`src/rtl/uart_pkg.sv`:
```
// uart_pkg: definitions shared by the UART transmitter and receiver.
//   - PARITY_* : parity mode constants (parameter values for PARITY)
//   - uart_state_t : frame state encoding
//   - parity_bit() : parity of the low nbits of a payload
package uart_pkg;

    localparam int PARITY_NONE = 0;
    localparam int PARITY_ODD  = 1;
    localparam int PARITY_EVEN = 2;

    typedef enum logic [2:0] {
        ST_IDLE   = 3'd0,
        ST_START  = 3'd1,
        ST_DATA   = 3'd2,
        ST_PARITY = 3'd3,
        ST_STOP   = 3'd4
    } uart_state_t;

    // Even parity is the XOR of the payload bits; odd parity is its inverse.
    function automatic logic parity_bit(input logic [8:0] data, input int nbits, input int mode);
        logic p;
        p = 1'b0;
        for (int i = 0; i < 9; i++) begin
            if (i < nbits) p = p ^ data[i];
        end
        return (mode == PARITY_ODD) ? ~p : p;
    endfunction

endpackage

```
`src/rtl/uart_baud_gen.sv`:
```
// uart_baud_gen: clearable divide-by-CLK_DIV counter.
//   sys_clk  : system clock
//   sys_rst  : asynchronous active-high reset
//   clear    : hold the counter at 0 (no bit_end while asserted)
//   bit_end  : one-cycle pulse in the last cycle of each bit period
module uart_baud_gen #(
    parameter int CLK_DIV = 434
) (
    input  logic sys_clk,
    input  logic sys_rst,
    input  logic clear,
    output logic bit_end
);

    localparam int CNT_W = $clog2(CLK_DIV);
    localparam logic [CNT_W-1:0] LAST = CNT_W'(CLK_DIV - 1);

    logic [CNT_W-1:0] cnt;

    always_ff @(posedge sys_clk or posedge sys_rst) begin
        if (sys_rst)                cnt <= '0;
        else if (clear || bit_end)  cnt <= '0;
        else                        cnt <= cnt + CNT_W'(1);
    end

    assign bit_end = !clear && (cnt == LAST);

endmodule

```
`src/rtl/uart_tx.sv`:
```
// uart_tx: UART serial transmitter.
//   sys_clk  : system clock, rising edge
//   sys_rst  : asynchronous active-high reset
//   tx_data  : payload, sampled on tx_valid && tx_ready
//   tx_valid : producer has data
//   tx_ready : block can accept (IDLE only)
//   tx       : registered serial line, idle high
//   tx_busy  : frame in progress
module uart_tx
    import uart_pkg::*;
#(
    parameter int CLK_DIV   = 434,
    parameter int DATA_BITS = 8,
    parameter int PARITY    = 0,
    parameter int STOP_BITS = 1
) (
    input  logic                 sys_clk,
    input  logic                 sys_rst,
    input  logic [DATA_BITS-1:0] tx_data,
    input  logic                 tx_valid,
    output logic                 tx_ready,
    output logic                 tx,
    output logic                 tx_busy
);

    localparam int BIT_W = $clog2(DATA_BITS + 1);
    localparam logic [BIT_W-1:0] LAST_DATA = BIT_W'(DATA_BITS - 1);
    localparam logic [BIT_W-1:0] LAST_STOP = BIT_W'(STOP_BITS - 1);

    uart_state_t          state, state_d;
    logic [DATA_BITS-1:0] shreg, shreg_d;
    logic [BIT_W-1:0]     bit_cnt, bit_cnt_d;
    logic                 par;
    logic                 tx_d;
    logic                 bit_end;
    logic                 accept;

    assign accept = tx_valid && (state == ST_IDLE);

    // Baud counter is held at zero in IDLE so the start bit is a full period.
    uart_baud_gen #(.CLK_DIV(CLK_DIV)) u_baud (
        .sys_clk (sys_clk),
        .sys_rst (sys_rst),
        .clear   (state == ST_IDLE),
        .bit_end (bit_end)
    );

    // State register
    always_ff @(posedge sys_clk or posedge sys_rst) begin
        if (sys_rst) state <= ST_IDLE;
        else         state <= state_d;
    end

    // Next-state logic
    always_comb begin
        state_d = state;
        unique case (state)
            ST_IDLE:   if (accept)  state_d = ST_START;
            ST_START:  if (bit_end) state_d = ST_DATA;
            ST_DATA:   if (bit_end && bit_cnt == LAST_DATA)
                           state_d = (PARITY != PARITY_NONE) ? ST_PARITY : ST_STOP;
            ST_PARITY: if (bit_end) state_d = ST_STOP;
            ST_STOP:   if (bit_end && bit_cnt == LAST_STOP) state_d = ST_IDLE;
            default:   state_d = ST_IDLE;
        endcase
    end

    // Datapath next values; the bit counter restarts on every state change
    // so it indexes data bits and then stop bits.
    always_comb begin
        shreg_d   = shreg;
        bit_cnt_d = bit_cnt;
        if (accept) begin
            shreg_d   = tx_data;
            bit_cnt_d = '0;
        end else if (bit_end) begin
            bit_cnt_d = (state != state_d) ? '0 : bit_cnt + BIT_W'(1);
            if (state == ST_DATA) shreg_d = shreg >> 1;
        end
    end

    always_ff @(posedge sys_clk or posedge sys_rst) begin
        if (sys_rst) begin
            shreg   <= '0;
            bit_cnt <= '0;
            par     <= 1'b0;
        end else begin
            shreg   <= shreg_d;
            bit_cnt <= bit_cnt_d;
            if (accept) par <= parity_bit(9'(tx_data), DATA_BITS, PARITY);
        end
    end

    // Output logic: tx is computed from the upcoming state so the flop
    // changes on the same edge as the state, keeping the line glitch-free.
    always_comb begin
        tx_d = 1'b1;
        unique case (state_d)
            ST_START:  tx_d = 1'b0;
            ST_DATA:   tx_d = shreg_d[0];
            ST_PARITY: tx_d = par;
            default:   tx_d = 1'b1;
        endcase
    end

    always_ff @(posedge sys_clk or posedge sys_rst) begin
        if (sys_rst) tx <= 1'b1;
        else         tx <= tx_d;
    end

    assign tx_ready = (state == ST_IDLE);
    assign tx_busy  = (state != ST_IDLE);

endmodule

```
`config.mk`:
```
export PLATFORM = sky130hd
export DESIGN_NAME = uart_tx
export DESIGN_NICKNAME = d
export VERILOG_FILES = /design/src/rtl/uart_pkg.sv /design/src/rtl/uart_baud_gen.sv /design/src/rtl/uart_tx.sv
export SDC_FILE = /design/constraint.sdc
export NUM_CORES = 1
export LEC_CHECK = 0
export ABC_CLOCK_PERIOD_IN_PS = 2300
export BUFFER_PORTS_ARGS = -buffer_cell sky130_fd_sc_hd__buf_4
export CORE_MARGIN = 4
export CORE_UTILIZATION = 45
export CTS_BUF_LIST = sky130_fd_sc_hd__clkbuf_4
export CTS_CLUSTER_DIAMETER = 150
export DETAILED_ROUTE_END_ITERATION = 8
export PLACE_DENSITY = 0.63
export SYNTH_ARGS = -nofsm -noshare
export SYNTH_HDL_FRONTEND = slang
export SYNTH_SLANG_ARGS = --single-unit
```
`constraint.sdc`:
```
create_clock -name sys_clk -period 2.3 [get_ports sys_clk]
set_input_delay 0.345 -clock sys_clk [delete_from_list [all_inputs] [get_ports sys_clk]]
set_output_delay 0.345 -clock sys_clk [all_outputs]
set_load 0.01 [all_outputs]
```
==> flow_metrics.env, run 1 <==
export IMPL_mappedNetlistArea_um2=1370
export IMPL_tns_ns=0
export IMPL_grt_max_degree=27
export IMPL_grt_pass1_vias=979
export IMPL_rsz0062_at_grt="no"
export IMPL_hold_path_class="input port to asynchronous set/reset pin"
export IMPL_worst_slack_ns=0.338
export IMPL_clk_pin_slew_ns=0.14
export IMPL_ys_seq_elements=26
export IMPL_worstPathRequired_ns=2.53
export IMPL_worst_skew_pair_late_latency_ns=0.32
export IMPL_fill_cells=261
export IMPL_grtUsageMet1=0.174
export IMPL_ir_drop_uv=423
export IMPL_cts_max_level=1
export IMPL_r2r_cells=7
export IMPL_drtAntennaViolNets=0
export IMPL_cp_start_kind="flip-flop"
export IMPL_setup_viol=0
export IMPL_io_pins=14
export IMPL_core_area_um2=2830
export IMPL_vias_per_cell=5.50
export IMPL_multiInputGateArea_um2=669
export IMPL_rows=19
export IMPL_worstReg2RegStart="bit_cnt[0]"
export IMPL_tritoncts="yes"
export IMPL_synth_seq_area_share=0.477
export IMPL_routed_via_count=974
export IMPL_die_area_um2=3980
export IMPL_netSwitchingPower_uw=315
export IMPL_power_density_nw_per_um2=679
export IMPL_status="completed"
export IMPL_cp_arrival_ns=2.19
export IMPL_endpoint_kind="flip-flop"
export IMPL_pre_cts_ws_ns=0.346
export IMPL_synthCells=130
export IMPL_top_usage_layer="met2"
export IMPL_fin_nets=162
export IMPL_place_hpwl_um=1810
export IMPL_grt_overflow=0
export IMPL_r2r_slack_ns=0.34
export IMPL_dr_pass1_iters=4
export IMPL_layout_commonest_cell="dfrtp_1"
export IMPL_slew_limit_headroom=0.717
export IMPL_cts_made_buffers=3
export IMPL_drive_gt1_frac=0.164
export IMPL_drc_errors=0
export IMPL_diodes=0
export IMPL_cts_sinks=26
export IMPL_max_slew_worst_pin_slew_ns=0.423
export IMPL_start_util=0.483
export IMPL_grt_pass1_wl_um=4230
export IMPL_gr_usage_met3=0.0213
export IMPL_layout_common_cells="25 x dfrtp_1, 14 x buf_4, 12 x nor2_1"
export IMPL_met2_usage=0.216
export IMPL_p_int_uw=718
export IMPL_clockBufferDepth=2
export IMPL_drtIter0Drc=35
export IMPL_synth_warnings=0
export IMPL_clock_skew_ns=0.00293
export IMPL_port_buffers=13
export IMPL_async_flop_share=1.00
export IMPL_cap_violations=0
export IMPL_critPathLaunch="bit_cnt[0]"
export IMPL_fin_hold_ws_ns=0.0601
export IMPL_synth_avg_cell_area_um2=10.5
export IMPL_synth_main_ff_cell="dfrtp_1"
export IMPL_drt_total_wl_um=2420
export IMPL_seq_area_um2=652
export IMPL_place_congestion=0.847
export IMPL_die_w_um=63.1
export IMPL_crit_fanout=6
export IMPL_switching_share=0.305
export IMPL_track_usage=0.134
export IMPL_post_route_min_period_ns=1.96
export IMPL_postCtsHoldBufs=0
export IMPL_p_comb_frac=0.204
export IMPL_min_period_over_period=0.853
export IMPL_cts_resized=0
export IMPL_cp_slowest_cell="dfrtp_1"
export IMPL_worstSetupEndpoint="bit_cnt[3]"
export IMPL_post_cts_buffers=0
export IMPL_synth_edf_count=0
export IMPL_synth_fp_nets=145
export IMPL_dp_cells=173
export IMPL_r2r_end="bit_cnt[3]"
export IMPL_p_leak_uw=0.000722
export IMPL_antenna_found_initial=0
export IMPL_hold_viol=0
export IMPL_seqPwrFrac=0.603
export IMPL_fmax_ghz=0.510
export IMPL_wire_per_inst_um=13.7
export IMPL_synth_cell_types=39
export IMPL_fp_dieH_um=63.1
export IMPL_cp_slowest_stage_delay_ns=0.46
export IMPL_crit_type="flip-flop to flip-flop"
export IMPL_syn2layout_area_growth_pct=11.3
export IMPL_slew_violations=0
export IMPL_post_route_util=0.538
export IMPL_p_clk_frac=0.193
export IMPL_crit_chain="inv_1 > ha_1 > or3b_2 > a2bb2oi_1 > or3_1 > nor3_2 > a211o_1"
export IMPL_cts_root_buf="clkbuf_4"
export IMPL_layoutNonFillerInstCount=177
-- Yosys cell counts (2+ instances only) --
cell | n | area, um^2
nand3_1 | 4 | 20.0
ha_1 | 4 | 50.1
xor2_1 | 3 | 26.3
a21o_1 | 6 | 45.0
and2_1 | 3 | 18.8
o21ai_1 | 3 | 15.0
mux2i_1 | 2 | 20.0
o21ai_0 | 5 | 25.0
nor2_1 | 12 | 45.0
inv_1 | 8 | 30.0
a31oi_1 | 2 | 12.5
a21oi_1 | 3 | 15.0
or3_1 | 3 | 18.8
a22o_1 | 5 | 43.8
xnor2_1 | 10 | 87.6
dfrtp_1 | 25 | 626
nand2_1 | 10 | 37.5
-- cell type report --
type                    count  share of cell area
well taps                  31              0.0255
flip-flops and latches     26               0.428
repair buffers             14              0.0691
multi-input cells          94               0.440
clock buffers               3              0.0148
clock inverters             1             0.00247
inverters                   8              0.0197
-- metal layers --
metal | wire, um | share of wire
met3 | 82 | 0.034
met1 | 1190 | 0.49
met5 | 0 | 0
met2 | 1100 | 0.46
met4 | 43 | 0.018
-- critical path, delay by kind of cell (launching register included) --
family / cells / cell delay [ns]
buffers and inverters: 1 / 0.08
AOI/OAI and AO/OA: 2 / 0.41
DFF: 1 / 0.46
adders and majority gates: 1 / 0.13
and+or+nand+nor: 3 / 0.79
-- sequential cells by signal (all words and copies together) (netlist names) --
signal and count:
u_baud.cnt 9, shreg 8, state 3, bit_cnt 4, tx 1, par 1
-- power groups by stage --
stage	Combinational [uW]	Sequential (uW)	Clock, uW
detailed placement	216	633	0
CTS	217	623	208
finish	210	623	199
global placement	207	626	0
global route	249	637	236
floorplan	159	614	0
-- kinds of logic after synthesis --
logic type,count (synthesis),share of synthesized area
AO/OA/AOI/OAI,30,0.151
multiplexers,2,0.0146
AND/OR/NAND/NOR,45,0.204
flip-flops,26,0.477
adder cells (fa/ha/maj),4,0.0366
XOR/XNOR,13,0.0833
buffers and inverters,10,0.0338
-- per-stage QoR --
stage	area, um^2	power, uW
final	1520	1030
after global routing	1520	1120
after CTS	1520	1050
after detailed placement	1500	849
after global placement	1500	833
after floorplan	1370	772
-- worst min path at each step --
stage	startpoint	to	slack [ns]	cells past startpoint
final	sys_rst	u_baud.cnt[0]	0.06	3
after detailed placement	sys_rst	u_baud.cnt[0]	0.43	3
after global routing	sys_rst	shreg[4]	0.07	3
after floorplan	sys_rst	bit_cnt[0]	0.38	1
after CTS	sys_rst	u_baud.cnt[0]	0.06	3
after global placement	sys_rst	u_baud.cnt[5]	0.42	3
Power figures use the tool's default switching activity.
==> run 2: changes to the inputs <==
- CORE_UTILIZATION: 45 -> 60
- PLACE_DENSITY: 0.63 -> 0.8
- REMOVE_ABC_BUFFERS: unset -> 1
==> run 2 against run 1 <==
Die area down 22%. Register-to-register slack better by 0.04 ns. Power up 1.0%. Core utilization up 16 points. Hold slack better by 0.0064 ns. Critical path type unchanged.
==> flow_metrics.env, run 2 (same netlist as run 1, synthesis figures left out) <==
export IMPL_status="completed"
export IMPL_cap_violations=0
export IMPL_max_slew_worst_pin_slew_ns=0.404
export IMPL_crit_chain="inv_1 > ha_1 > or3b_2 > a2bb2oi_1 > or3_1 > nor3_2 > a211o_1"
export IMPL_top_register="u_baud.cnt"
export IMPL_worst_skew_pair_late_latency_ns=0.32
export IMPL_clockBufferDepth=2
export IMPL_drc_errors=0
export IMPL_hold_viol=0
export IMPL_antenna_found_initial=0
export IMPL_tns_ns=0
export IMPL_cp_slowest_cell="dfrtp_1"
export IMPL_rsz0062_at_grt="no"
export IMPL_wire_per_inst_um=13.5
export IMPL_slew_violations=0
export IMPL_layoutNonFillerInstCount=174
export IMPL_place_hpwl_um=1770
export IMPL_top_regs="u_baud.cnt (9), shreg (8), bit_cnt (4)"
export IMPL_r2r_cells=7
export IMPL_worstPathRequired_ns=2.52
export IMPL_dr_pass1_iters=5
export IMPL_diodes=0
export IMPL_cp_arrival_ns=2.14
export IMPL_power_density_nw_per_um2=686
export IMPL_cts_made_buffers=3
export IMPL_largest_register_ff_count=9
export IMPL_fp_dieH_um=55.7
export IMPL_vias_per_cell=5.69
export IMPL_grt_pass1_vias=1002
export IMPL_grt_pass1_wl_um=4350
export IMPL_fmax_ghz=0.519
export IMPL_track_usage=0.172
export IMPL_cts_sinks=26
export IMPL_crit_type="flip-flop to flip-flop"
export IMPL_drive_gt1_frac=0.171
export IMPL_rows=17
export IMPL_cts_max_level=1
export IMPL_post_cts_buffers=0
export IMPL_cp_slowest_stage_delay_ns=0.45
export IMPL_crit_fanout=6
export IMPL_post_route_min_period_ns=1.93
export IMPL_layout_commonest_cell="dfrtp_1"
export IMPL_cp_start_kind="flip-flop"
export IMPL_drtIter0Drc=24
export IMPL_fill_cells=180
export IMPL_r2r_end="bit_cnt[3]"
export IMPL_setup_viol=0
export IMPL_hold_path_class="input port to asynchronous set/reset pin"
export IMPL_routed_via_count=990
export IMPL_slew_limit_headroom=0.730
export IMPL_postCtsHoldBufs=0
export IMPL_grt_overflow=0
export IMPL_place_congestion=0.778
export IMPL_min_period_over_period=0.837
export IMPL_port_buffers=13
export IMPL_drt_total_wl_um=2350
export IMPL_io_pins=14
export IMPL_r2r_slack_ns=0.37
export IMPL_worstSetupEndpoint="bit_cnt[3]"
export IMPL_ir_drop_uv=607
export IMPL_die_w_um=55.7
export IMPL_cts_root_buf="clkbuf_4"
export IMPL_drtAntennaViolNets=0
export IMPL_endpoint_kind="flip-flop"
export IMPL_die_area_um2=3110
export IMPL_critPathLaunch="bit_cnt[0]"
export IMPL_start_util=0.624
export IMPL_syn2layout_area_growth_pct=11.3
export IMPL_clock_skew_ns=0.00160
export IMPL_grt_max_degree=27
export IMPL_tritoncts="yes"
export IMPL_layout_common_cells="25 x dfrtp_1, 14 x buf_4, 12 x nor2_1"
export IMPL_cts_resized=0
export IMPL_fin_nets=162
export IMPL_p_leak_uw=0.000725
export IMPL_clk_pin_slew_ns=0.14
export IMPL_dp_cells=170
export IMPL_worstReg2RegStart="bit_cnt[0]"
export IMPL_core_area_um2=2190
## run 2: changes by cell type in the layout (fill, tap and decap cells not counted)
cell	delta
clkbuf_4	+1
clkinv_1	-1
## run 2: layout make-up
class / count / area [um^2] / area share
Clock buffer: 4 / 30.0 / 0.0197
Inverter: 8 / 30.0 / 0.0197
Multi-Input combinational cell: 94 / 669 / 0.440
Sequential cell: 26 / 652 / 0.428
Tap cell: 28 / 35.0 / 0.0230
Timing Repair Buffer: 14 / 105 / 0.0691
## run 2: per-layer routing
metal | up-vias | GRT usage | part of all wire
met3 | 4 | 0.0209 | 0.040
met2 | 29 | 0.296 | 0.48
li1 | 487 | - | -
met4 | 0 | 0.0521 | 0.014
met5 | - | 0 | 0
met1 | 470 | 0.227 | 0.46
## run 2: worst min path at each step
stage,from,to,slack (ns),cells after the start
2_1_floorplan,sys_rst,bit_cnt[0],0.38,1
3_3_place_gp,sys_rst,shreg[6],0.42,3
6_report,sys_rst,u_baud.cnt[2],0.07,3
4_1_cts,sys_rst,shreg[5],0.08,3
3_5_place_dp,sys_rst,shreg[6],0.44,3
5_1_grt,sys_rst,shreg[5],0.08,3
## run 2: per-stage QoR
step                      power (uW)   util  setup slack [ns]  instance area (um^2)  hold WS (ns)
after CTS                       1050  0.694             0.374                  1520        0.0772
after global placement           829  0.681             0.401                  1490         0.419
after floorplan                  772      -             0.505                  1350         0.384
after detailed placement         844  0.681             0.393                  1490         0.441
after global routing            1130  0.694             0.225                  1520        0.0797
final                           1040  0.694             0.375                  1520        0.0664
## run 2: report_power, final
part	internal (uW)	switching, uW
registers	545	76.1
clock network	79.6	131
logic	108	104
## run 2: critical path, delay by kind of cell, from the launching register on
| family | cells | cell delay, ns |
|---|---|---|
| adder cells (fa/ha/maj) | 1 | 0.12 |
| AND/OR/NAND/NOR | 3 | 0.77 |
| AO/OA/AOI/OAI | 2 | 0.41 |
| flip-flops | 1 | 0.45 |
| buffers and inverters | 1 | 0.07 |
==> run 3: changes to the inputs <==
- ABC_CLOCK_PERIOD_IN_PS: 2300 -> 1700
- CORE_UTILIZATION: 60 -> 54
- PLACE_DENSITY: 0.8 -> 0.76
- clock period: 2.3 -> 1.7 ns (I/O delays scaled with it)
==> run 3 against run 2 <==
The run now ends with negative setup slack left. Clock power is 32% higher. Hold slack better by 0.069 ns. Flip-flop and latch count stayed put. First-iteration DRC count is 67% higher. Critical path type unchanged. Register-to-register slack worse by 0.44 ns.
==> flow_metrics.env, run 3 (same netlist as run 1, synthesis figures left out) <==
export IMPL_fill_cells=163
export IMPL_ir_drop_uv=750
export IMPL_max_slew_worst_pin_slew_ns=0.328
export IMPL_hold_path_class="input port to flip-flop"
export IMPL_place_congestion=0.821
export IMPL_crit_type="flip-flop to flip-flop"
export IMPL_fmax_ghz=0.567
export IMPL_top_regs="u_baud.cnt (9), shreg (8), bit_cnt (4)"
export IMPL_status="finished, violations left"
export IMPL_wire_per_inst_um=15.3
export IMPL_layout_commonest_cell="buf_4"
export IMPL_dr_pass1_iters=4
export IMPL_grt_max_degree=27
export IMPL_largest_register_ff_count=9
export IMPL_grt_pass1_vias=1200
export IMPL_core_area_um2=2320
export IMPL_multiInputGateArea_um2=722
export IMPL_antenna_found_initial=0
export IMPL_cp_slowest_stage_delay_ns=0.45
export IMPL_endpoint_kind="flip-flop"
export IMPL_p_int_uw=1030
export IMPL_p_comb_frac=0.265
export IMPL_crit_chain="ha_2 > and3b_2 > a2bb2oi_2 > or3_4 > o21bai_1 > a21o_1"
export IMPL_cp_start_kind="flip-flop"
export IMPL_rsz0062_at_grt="yes"
export IMPL_switching_share=0.309
export IMPL_worstPathRequired_ns=1.98
export IMPL_grt_overflow=0
export IMPL_drc_errors=0
export IMPL_cp_arrival_ns=2.04
export IMPL_clk_pin_slew_ns=0.15
export IMPL_slew_limit_headroom=0.781
export IMPL_tns_ns=-0.161
export IMPL_io_pins=14
export IMPL_layout_common_cells="32 x buf_4, 24 x dfrtp_1, 11 x nor2_1"
export IMPL_cts_sinks=26
export IMPL_grt_pass1_wl_um=5260
export IMPL_cts_max_level=1
export IMPL_violations="negative setup slack"
export IMPL_track_usage=0.204
export IMPL_routed_via_count=1109
export IMPL_clockBufferDepth=2
export IMPL_drt_total_wl_um=3060
export IMPL_post_route_min_period_ns=1.76
export IMPL_min_period_over_period=1.04
export IMPL_seqPwrFrac=0.548
export IMPL_worst_skew_pair_late_latency_ns=0.33
export IMPL_worst_slack_ns=-0.0624
export IMPL_drtAntennaViolNets=0
export IMPL_p_leak_uw=0.000864
export IMPL_die_w_um=58.3
export IMPL_start_util=0.590
export IMPL_seq_area_um2=653
export IMPL_crit_fanout=5
export IMPL_cp_slowest_cell="dfrtp_1"
export IMPL_place_hpwl_um=2140
export IMPL_cap_violations=0
export IMPL_power_density_nw_per_um2=829
export IMPL_port_buffers=13
export IMPL_p_clk_frac=0.188
export IMPL_cts_made_buffers=3
export IMPL_fin_nets=188
export IMPL_top_register="u_baud.cnt"
export IMPL_hold_viol=0
export IMPL_drtIter0Drc=40
export IMPL_slew_violations=0
export IMPL_setup_viol=5
export IMPL_fp_dieH_um=58.3
export IMPL_cts_root_buf="clkbuf_4"
export IMPL_netSwitchingPower_uw=461
export IMPL_drive_gt1_frac=0.366
export IMPL_rows=17
export IMPL_syn2layout_area_growth_pct=31.5
export IMPL_vias_per_cell=5.55
export IMPL_p_total_uw=1490
export IMPL_pre_cts_ws_ns=-0.202
export IMPL_clock_skew_ns=0.0102
export IMPL_die_area_um2=3400
export IMPL_diodes=0
export IMPL_tritoncts="yes"
-- run 3: cell type report --
| cell class | count | share of cell area |
|---|---|---|
| Multi-Input combinational cell | 94 | 0.402 |
| Sequential cell | 26 | 0.363 |
| Timing Repair Buffer | 40 | 0.183 |
| Tap cell | 28 | 0.0195 |
| Inverter | 8 | 0.0181 |
| Clock buffer | 3 | 0.0125 |
| Clock inverter | 1 | 0.00209 |
-- run 3: worst paths after layout --
path,cells after the start,endpoint,start,slack [ns]
max in group asynchronous,4,tx,sys_rst,0.90
min reg2reg,1,shreg[5],shreg[5],0.50
max,6,bit_cnt[2],bit_cnt[1],-0.06
min,3,shreg[7],tx_data[7],0.14
min in group asynchronous,4,u_baud.cnt[3],sys_rst,0.51
max reg2reg,6,bit_cnt[2],bit_cnt[1],-0.06
-- run 3: layer usage --
layer	wire [um]	up-vias	GRT usage
met5	0	-	0
met2	1620	28	0.346
met4	70	0	0.113
met3	92	7	0.0285
li1	-	532	-
met1	1290	542	0.247
-- run 3: repair_timing --
action                                 4_1_cts  5_1_grt
resized for setup                           14        9
pin swaps                                    1       10
hold buffers                                 1        0
buffers inserted                             3        5
setup endpoints to repair                   12       13
endpoints found under the hold margin       25        0
-- run 3: worst max-delay path, delay by kind of cell (launching register included) --
kind                       cells  cell delay, ns
DFF                            1            0.45
adders and majority gates      1            0.20
AOI/OAI and AO/OA              3            0.47
and+or+nand+nor                2            0.58
-- run 3: power by group through the flow --
stage | sequential (uW) | clock (uW) | combinational, uW
finish | 816 | 279 | 395
global route | 831 | 314 | 447
CTS | 818 | 279 | 382
detailed placement | 830 | 0 | 371
global placement | 822 | 0 | 358
floorplan | 830 | 0 | 214
-- run 3: per-stage QoR --
stage	util	instances	hold slack, ns	cell area, um^2
floorplan	-	128	0.294	1350
global placement	0.698	187	0.331	1620
detailed placement	0.698	187	0.341	1620
CTS	0.744	195	0.136	1730
global route	0.775	200	0.143	1800
finish	0.775	200	0.135	1800
